$ cat src/rtl/kgp_fetch_pkg.sv
// kgp_fetch_pkg
//   Shared definitions for the instruction fetch unit and its fetch buffer:
//   FSM state encoding, buffer depth and the buffer entry layout.
//
// Configuration macro: IFU_PREFETCH_BUF_EN
//   defined   -> two-entry prefetch buffer, sustains one instruction per cycle
//   undefined -> single holding register, one instruction every other cycle
package kgp_fetch_pkg;

   typedef enum logic [1:0] {
      RESET = 2'd0,
      RUN   = 2'd1,
      FLUSH = 2'd2
   } ifu_state_e;

`ifdef IFU_PREFETCH_BUF_EN
   localparam int IFU_DEPTH = 2;
`else
   localparam int IFU_DEPTH = 1;
`endif

   // Wide enough for count + in-flight, i.e. values up to IFU_DEPTH + 1.
   localparam int IFU_CNT_W = $clog2(IFU_DEPTH + 2);

   // Default instruction/address width of the entry layout.
   localparam int IFU_SIZE = 32;

   typedef struct packed {
      logic [IFU_SIZE-1:0] instr;
      logic [IFU_SIZE-1:0] pc;
   } ifu_entry_t;

endpackage

$ cat src/rtl/ifu_fetch_buffer.sv
// ifu_fetch_buffer
//   Circular FIFO holding fetched {instr, pc} entries between the memory
//   response and the decode handshake.
//
// Ports:
//   clk_i, rst_ni   clock, asynchronous active-low reset
//   clear_i         drop every entry (wins over push and pop)
//   push_i          write push_data_i at the tail
//   push_data_i     entry to write
//   pop_i           remove the head
//   head_o          entry at the head (stale when empty)
//   count_o         number of stored entries, 0..DEPTH
//
// The owner never pushes when full nor pops when empty.
module ifu_fetch_buffer
   import kgp_fetch_pkg::*;
#(
   parameter int  DEPTH   = IFU_DEPTH,
   parameter type entry_t = ifu_entry_t
) (
   input  logic                 clk_i,
   input  logic                 rst_ni,
   input  logic                 clear_i,
   input  logic                 push_i,
   input  entry_t               push_data_i,
   input  logic                 pop_i,
   output entry_t               head_o,
   output logic [IFU_CNT_W-1:0] count_o
);

   localparam int PTR_W = (DEPTH > 1) ? $clog2(DEPTH) : 1;
   // Storage spans the full pointer range so every pointer value is a legal
   // index; slots at or beyond DEPTH are never written.
   localparam int SLOTS = 1 << PTR_W;

   entry_t               mem_q [SLOTS];
   logic [PTR_W-1:0]     wr_ptr_q;
   logic [PTR_W-1:0]     rd_ptr_q;
   logic [IFU_CNT_W-1:0] count_q;

   function automatic logic [PTR_W-1:0] ptr_inc(input logic [PTR_W-1:0] p);
      return (p == PTR_W'(DEPTH - 1)) ? '0 : p + PTR_W'(1);
   endfunction

   always_ff @(posedge clk_i or negedge rst_ni) begin
      if (!rst_ni) begin
         wr_ptr_q <= '0;
         rd_ptr_q <= '0;
         count_q  <= '0;
         for (int i = 0; i < SLOTS; i++) begin
            mem_q[i] <= '0;
         end
      end else if (clear_i) begin
         wr_ptr_q <= '0;
         rd_ptr_q <= '0;
         count_q  <= '0;
      end else begin
         if (push_i) begin
            mem_q[wr_ptr_q] <= push_data_i;
            wr_ptr_q        <= ptr_inc(wr_ptr_q);
         end
         if (pop_i) begin
            rd_ptr_q <= ptr_inc(rd_ptr_q);
         end
         count_q <= count_q + IFU_CNT_W'(push_i) - IFU_CNT_W'(pop_i);
      end
   end

   assign head_o  = mem_q[rd_ptr_q];
   assign count_o = count_q;

endmodule

$ cat src/rtl/instruction_fetch_unit.sv
// instruction_fetch_unit
//   Owns the program counter, issues word-address reads to a synchronous
//   instruction memory (data one cycle after the address), buffers returned
//   words and presents them to decode. A redirect pulse reloads the PC and
//   flushes everything already fetched.
//
// Configuration macro: IFU_PREFETCH_BUF_EN (buffer depth 2 when defined, 1 otherwise)
//
// Ports:
//   clka, rsta_n          clock, asynchronous active-low reset
//   addra                 word address to memory (= current PC)
//   wea, dina             memory write side, tied to zero
//   douta                 memory read data for the previous cycle's addra
//   fetch_en              allows new fetches
//   redirect_valid/_pc    one-cycle PC reload
//   out_valid/ready       decode handshake: an instruction transfers in a
//                         cycle where out_valid && out_ready are both high;
//                         out_valid does not depend on out_ready, and out_instr
//                         / out_pc stay stable while out_valid && !out_ready.
//   out_instr, out_pc     head instruction and its word address
//   dbg_state             current FSM state
module instruction_fetch_unit
   import kgp_fetch_pkg::*;
#(
   parameter int              SIZE     = 32,
   parameter logic [SIZE-1:0] RESET_PC = '0
) (
   input  logic            clka,
   input  logic            rsta_n,
   output logic [SIZE-1:0] addra,
   output logic            wea,
   output logic [SIZE-1:0] dina,
   input  logic [SIZE-1:0] douta,
   input  logic            fetch_en,
   input  logic            redirect_valid,
   input  logic [SIZE-1:0] redirect_pc,
   output logic            out_valid,
   input  logic            out_ready,
   output logic [SIZE-1:0] out_instr,
   output logic [SIZE-1:0] out_pc,
   output ifu_state_e      dbg_state
);

   typedef struct packed {
      logic [SIZE-1:0] instr;
      logic [SIZE-1:0] pc;
   } entry_t;

   ifu_state_e           state_q, state_d;
   logic [SIZE-1:0]      pc_q, pc_d;
   logic                 inflight_q, inflight_d;
   logic [SIZE-1:0]      inflight_pc_q, inflight_pc_d;

   logic [IFU_CNT_W-1:0] buf_count;
   logic [IFU_CNT_W-1:0] occ;
   logic                 issue;
   logic                 push;
   logic                 pop;
   entry_t               head;
   entry_t               push_entry;

   always_ff @(posedge clka or negedge rsta_n) begin
      if (!rsta_n) begin
         state_q       <= RESET;
         pc_q          <= RESET_PC;
         inflight_q    <= 1'b0;
         inflight_pc_q <= '0;
      end else begin
         state_q       <= state_d;
         pc_q          <= pc_d;
         inflight_q    <= inflight_d;
         inflight_pc_q <= inflight_pc_d;
      end
   end

   always_comb begin
      state_d       = state_q;
      pc_d          = pc_q;
      inflight_pc_d = inflight_pc_q;

      // A redirect cancels the pop and the response arriving this cycle.
      // No issue happens in the redirect cycle, so nothing is in flight
      // during FLUSH.
      pop  = out_valid && out_ready && !redirect_valid;
      push = inflight_q && !redirect_valid;

      // Slots that will be committed after this cycle; an issue is allowed
      // only if its response is guaranteed a slot.
      occ   = buf_count + IFU_CNT_W'(inflight_q) - IFU_CNT_W'(pop);
      issue = fetch_en && (state_q == RUN) && !redirect_valid &&
              (occ < IFU_CNT_W'(IFU_DEPTH));
      inflight_d = issue;

      if (redirect_valid) begin
         pc_d = redirect_pc;
      end else if (issue) begin
         pc_d          = pc_q + SIZE'(1);
         inflight_pc_d = pc_q;
      end

      case (state_q)
         RESET:      state_d = RUN;
         RUN, FLUSH: state_d = redirect_valid ? FLUSH : RUN;
         default:    state_d = RESET;
      endcase

      push_entry.instr = douta;
      push_entry.pc    = inflight_pc_q;
   end

   ifu_fetch_buffer #(
      .DEPTH   (IFU_DEPTH),
      .entry_t (entry_t)
   ) u_buf (
      .clk_i       (clka),
      .rst_ni      (rsta_n),
      .clear_i     (redirect_valid),
      .push_i      (push),
      .push_data_i (push_entry),
      .pop_i       (pop),
      .head_o      (head),
      .count_o     (buf_count)
   );

   assign addra     = pc_q;
   assign wea       = 1'b0;
   assign dina      = '0;
   assign out_valid = (buf_count != '0);
   assign out_instr = head.instr;
   assign out_pc    = head.pc;
   assign dbg_state = state_q;

endmodule

$ cat config.mk
export PLATFORM = sky130hd
export DESIGN_NAME = instruction_fetch_unit
export DESIGN_NICKNAME = d
export VERILOG_FILES = /design/src/rtl/kgp_fetch_pkg.sv /design/src/rtl/ifu_fetch_buffer.sv /design/src/rtl/instruction_fetch_unit.sv
export SDC_FILE = /design/constraint.sdc
export NUM_CORES = 1
export LEC_CHECK = 0
export ABC_AREA = 1
export CAP_MARGIN = 20
export CORE_MARGIN = 2
export CORE_UTILIZATION = 47
export CTS_CLUSTER_SIZE = 14
export DETAILED_ROUTE_END_ITERATION = 16
export PLACE_DENSITY = 0.79
export SLEW_MARGIN = 20
export SYNTH_ARGS = -nofsm -noshare
export SYNTH_HDL_FRONTEND = slang
export SYNTH_SLANG_ARGS = --single-unit
export TNS_END_PERCENT = 30
$ cat constraint.sdc
create_clock -name clka -period 2.7 [get_ports clka]
set_input_delay 0.27 -clock clka [delete_from_list [all_inputs] [get_ports clka]]
set_output_delay 0.27 -clock clka [all_outputs]
set_load 0.1 [all_outputs]
Yosys cells after proc, flatten, opt, wreduce, memory -nomap -nowiden --
Index checks and enable logic that the tools add are counted.
Word-level totals: register bits after elaboration 199, input port bits 69, output and inout port bits 132, logic and storage cells 60
Cells by class: $add $sub $neg 7, order comparisons 4, equality and inequality tests 2, mux-type cells 17, bitwise gates (word level) 3, reduce and logical (&&, ||, !) cells 16
Operator list (number):
- 64-bit two-way mux | 4
- 128-bit bitwise mux | 1
- 64-bit demux with 1-bit select | 1
- 32-bit two-way mux | 2
- 32-bit by 1-bit adder with 32-bit output (second input constant) | 1
- 2-bit nonzero test | 4
- 1-bit logical AND | 7
- 1-bit two-way mux | 6
- 2-bit by 1-bit adder with 2-bit output | 2
- 2-bit >= comparator (second input constant) | 2
- 2-bit by 1-bit < comparator with 1-bit output (second input constant) | 2
- 2-bit two-way mux | 2
- 1-bit NOT with 2-bit output | 2
- 2-bit case mux with 2 select lines | 1
- 2-bit AND reduction | 2
- 2-bit by 1-bit subtractor with 2-bit output | 2
- 1-bit adder (second input constant) | 2
- 2-bit by 1-bit == test with 1-bit output (second input constant) | 1
- 2-bit == test (second input constant) | 1
- 2-bit zero test | 1
- 2-bit OR reduction | 1
- 1-bit zero test | 1
- 1-bit NOT | 1

Logic depth before layout (Yosys ltp) --
word-level depth 8, gate-level depth with buffers 17

Modules after synthesis --
Synthesis repeated with hierarchy kept, for this count alone.
Second synthesis, totals: cell total of the unflattened synthesis 875, area, all modules 6811.5 sq um
Modules (own cells, without submodules):
- instruction_fetch_unit | instances 1, cells an instance 579, area each 4066.4 sq um, sequential area each 1676.6 sq um
- ifu_fetch_buffer | instances 1, cells an instance 296, area each 2745.1 sq um, sequential area each 1651.6 sq um

Worst setup path before layout --
No wires, ideal clock.
path type in2reg, start in redirect_valid, end reg inflight_pc_q[21], library setup time 0.121 ns, arrival 2.118 ns, required time 2.579 ns, slack 0.461 ns, stages 16, cells stage by stage buf_6 -> inv_6 -> clkbuf_1 -> nand2_1 -> nor2_1 -> ha_1 -> inv_1 -> ha_1 -> inv_1 -> nand2_1 -> nor2_2 -> nand3_2 -> buf_6 -> buf_2 -> nand2_1 -> o21ai_2
Between the ends: longest elaborated chain between the ends 6
RTL lines:
- start: declaration | RTL line instruction_fetch_unit.sv:35 | input logic redirect_valid,
- 1-bit zero test | RTL line instruction_fetch_unit.sv:84, instruction_fetch_unit.sv:90
- 1-bit logical AND | RTL line instruction_fetch_unit.sv:84 | pop = out_valid && out_ready && !redirect_valid;
- 2-bit by 1-bit subtractor with 2-bit output | RTL line instruction_fetch_unit.sv:89 | occ = buf_count + IFU_CNT_W'(inflight_q) - IFU_CNT_W'(pop);
- 2-bit by 1-bit < comparator with 1-bit output | RTL line instruction_fetch_unit.sv:91 | (occ < IFU_CNT_W'(IFU_DEPTH));
- 1-bit logical AND | RTL line instruction_fetch_unit.sv:90 | issue = fetch_en && (state_q == RUN) && !redirect_valid &&
- 2-bit AND reduction (no line) *
- end signal: assignment | RTL line instruction_fetch_unit.sv:72 | inflight_pc_q <= inflight_pc_d;
- end: declaration | RTL line instruction_fetch_unit.sv:52 | logic [SIZE-1:0] inflight_pc_q, inflight_pc_d;
Every way passes the cells marked *; elsewhere a longest branch is shown, timed or not. A chain may end at the register's enable or synchronous reset.

Worst setup path in the final report --
start reg u_buf.count_q[1], in the netlist u_buf.count_o[1], end reg pc_q[20], in the netlist addra[20]
Between the ends: longest elaborated chain between the ends 7
RTL lines:
- start: declaration | RTL line ifu_fetch_buffer.sv:39 | logic [IFU_CNT_W-1:0] count_q;
- start signal: assignment | RTL line ifu_fetch_buffer.sv:65 | count_q <= count_q + IFU_CNT_W'(push_i) - IFU_CNT_W'(pop_i);
- branches (longest 3 deep; another with 2-bit by 1-bit adder with 2-bit output)
- 2-bit by 1-bit subtractor with 2-bit output * | RTL line instruction_fetch_unit.sv:89
- 2-bit by 1-bit < comparator with 1-bit output * | RTL line instruction_fetch_unit.sv:91
- 1-bit logical AND * | RTL line instruction_fetch_unit.sv:90
- 2-bit nonzero test (no line) *
- end signal: assignment | RTL line instruction_fetch_unit.sv:70 | pc_q <= pc_d;
- end: declaration | RTL line instruction_fetch_unit.sv:50 | logic [SIZE-1:0] pc_q, pc_d;
Every way passes the cells marked *.

==> impl_metrics.toml <==
[critical_path]
critical-path-slowest-cell = "dfrtp_1"
worst_setup_path_type = "register to register"
peak_per_stage_delay_on_the_critical_path_ps = 410
critical_path.cell_chain = "nor2_1, nor2_1, ha_1, inv_1, ha_1, inv_1, nand2_1, nor2_2, nand3_4, buf_12, nand3_1, nand2_1, inv_1, nand2_1"
setup.worst_path.end_class = "register"
arrival_ps = 2630
crit-reg2reg-launch = "u_buf.count_o[1]"
critPathLaunch = "u_buf.count_o[1]"
maximum_fanout_encountered_on_the_critical_timing_path = 77
cp-start-kind = "register"
timing.critical_path.required_ps = 3000

[cells_and_area]
final_cells = 1214
final_nets = 1098
drive_gt1_frac = 0.1721
diodes = 0
area_delta_synth_final_pct = 30.49

[sta]
timing.final.hold_violations = 0
layout_setup_ws_ps = 368.5
worst_slew_margin_rel = 0.5471
worst_pin_slew_ps = 679.3
finalSetupTns_ps = 0
final.setup_skew_ps = 9.279
finalCriticalPeriod_ps = 2332
slew_violations = 0
fmax_mhz = 428.9
setup-violations-final = 0
rsz0062_at_grt = "false"
min_period_over_period = 0.8635

[logic_synthesis]
yosysSeqAreaShare = 0.5034
syn_avg_cell_area_sq_um = 7.715
post_synth_main_area_contributors = "dfrtp_1 50%, nand2_1 23%, nand3_1 5.9%"
synth_seq_cells = 133
syn-cell-area_sq_um = 6611
post_synth_num_cell_types = 25
yosysTopAreaCell = "dfrtp_1"
synth.yosys.warnings = 0
synthDominantCellAreaShare = 0.5034
synth_top_flop_cell = "dfrtp_1"
synth_commonest_cells = "401 x nand2_1, 133 x dfrtp_1, 78 x nand3_1, 64 x inv_1, 43 x nor2_1"
yosys.cell_count.top_type = "nand2_1"
post_synth_inst_count = 857
synthArstFlopShare = 1.000
synth-edff-count = 0

[clock_network]
cts_root_buffer = "clkbuf_16"
cts_sinks = 133
post_cts.repair.setup_buffers = 0
clock_latency_ps = 420
tritoncts_clock_tree = "done"
clock_buffers_created_by_tritoncts = 17
clk_path_buf_depth = 2
clock_tree.htree_level_count = 4
post_cts_resize_count = 0
clkTransAtPathRegs_ps = 60

[die]
dieWidth_microns = 122.6
design.portCount = 201
core_area_sq_um = 13830
num_rows = 43
initial_standard_cell_utilization_of_the_core = 0.4781
floorplan.die.height_microns = 122.6
fp.dieArea_sq_um = 15030

[placed_design]
portBuffers = 167
dp.cells = 1182
dpl_worst_slack_ps = 79.17
replace_congestion = 0.8909
hpwlAfterDp_microns = 11950

[grt]
grt_start_max_net_pins = 78
grt.total_usage = 0.2342
grt-ovfl-total = 0
grt_pass1_vias = 5451
initial_antenna_violation_count = 0
grt_pass1_wl_microns = 27120

[detailed_routing]
detail_route.first_pass.iterations = 5
vias = 5810
post_route_drc = 0
via_per_inst = 4.786
drt-wirelength-per-cell_microns = 13.81
antenna_left = 0
drt_iter0_drc = 433
drt-total-wl_microns = 16770

[pwr]
leakage_power_total_nw = 4.554
power_density_nw_per_um2 = 1397
ir_drop_mv = 0.6865
total_power_mw = 12.05

[flow_run]
max-cap-violations = 0

[run_status]
outcome = "completed"

[worst_hold_path]
worst_min_delay_path_startpoint = "douta[23]"
hp_class = "input port to register"
final timing paths:
path | endpoint | slack, ps | cells past startpoint
worst min register to register | u_buf.mem_q[87] | 470 | 2
worst max-delay path | addra[20] | 370 | 14
max in group asynchronous | u_buf.mem_q[80] | 1410 | 3
min in group asynchronous | u_buf.mem_q[71] | 440 | 2
worst min-delay path | u_buf.mem_q[119] | 390 | 3
worst max register to register | addra[20] | 370 | 14
placed cells by master, fill, tap and decap left out, types with 6 or more instances in the layout:
| master | instances |
|---|---|
| dfrtp_1 | 133 |
| o21ai_2 | 20 |
| nor2_1 | 43 |
| clkdlybuf4s50_1 | 67 |
| clkinv_2 | 7 |
| clkbuf_16 | 17 |
| nand2_1 | 400 |
| o21ai_1 | 9 |
| ha_1 | 7 |
| buf_4 | 108 |
| conb_1 | 33 |
| o21ai_0 | 10 |
| nand3_1 | 78 |
| xor2_1 | 7 |
| inv_1 | 63 |
| nor2_2 | 6 |
through the flow:
step	hold WS [ps]	area [sq um]	util
CTS	373.0	8627	0.6239
global placement	328.9	8060	0.5829
global route	382.3	8627	0.6239
finish	385.6	8627	0.6239
floorplan	-25.59	6731	-
detailed placement	324.4	8060	0.5829
per-layer routing:
layer	track usage	vias to the layer above	wire length, microns
li1	-	2896	-
met2	0.3802	168	8110
met4	0.06968	0	263
met5	0	-	0
met3	0.05948	19	899
met1	0.3107	2727	7492
critical path, delay by kind of cell (launching register included):
family / cells / cell delay [ps]
adder cells (fa/ha/maj): 2 / 530
buffers and inverters: 4 / 420
flip-flops: 1 / 410
AND/OR/NAND/NOR: 8 / 790
registers in the layout, indices dropped and copies added, names as in the netlist:
register       flops
u_buf.count_o      2
u_buf.mem_q       64
addra             32
dbg_state          2
inflight_pc_q     32
inflight_q         1
report_power, final:
part,switching [mW],total [mW],internal [mW]
clock network,0.826,2.19,1.36
logic,5.25,6.55,1.30
registers,0.548,3.31,2.76
total,6.62,12.1,5.43
kinds of logic after synthesis:
logic type	share of synthesized area
XOR/XNOR	0.009273
buffers and inverters	0.1058
AND/OR/NAND/NOR	0.3261
AO/OA/AOI/OAI	0.04163
flip-flops	0.5034
other	0.0005672
adder cells (fa/ha/maj)	0.01325
final cells by class:
class / count / area [sq um]
inverters: 68 / 260.3
clock inverters: 11 / 110.1
well taps: 180 / 225.2
clock buffers: 20 / 446.7
repair buffers: 179 / 1543
multi-input cells: 623 / 2714
fillers: 1262 / 5200
flip-flops and latches: 133 / 3328
what timing repair did:
| item | in CTS | in global routing |
|---|---|---|
| hold endpoints to repair | 68 | 0 |
| setup endpoints to repair | 0 | 0 |
| hold buffers | 1 | 0 |
No activity file was read; power rests on OpenSTA's default activity.
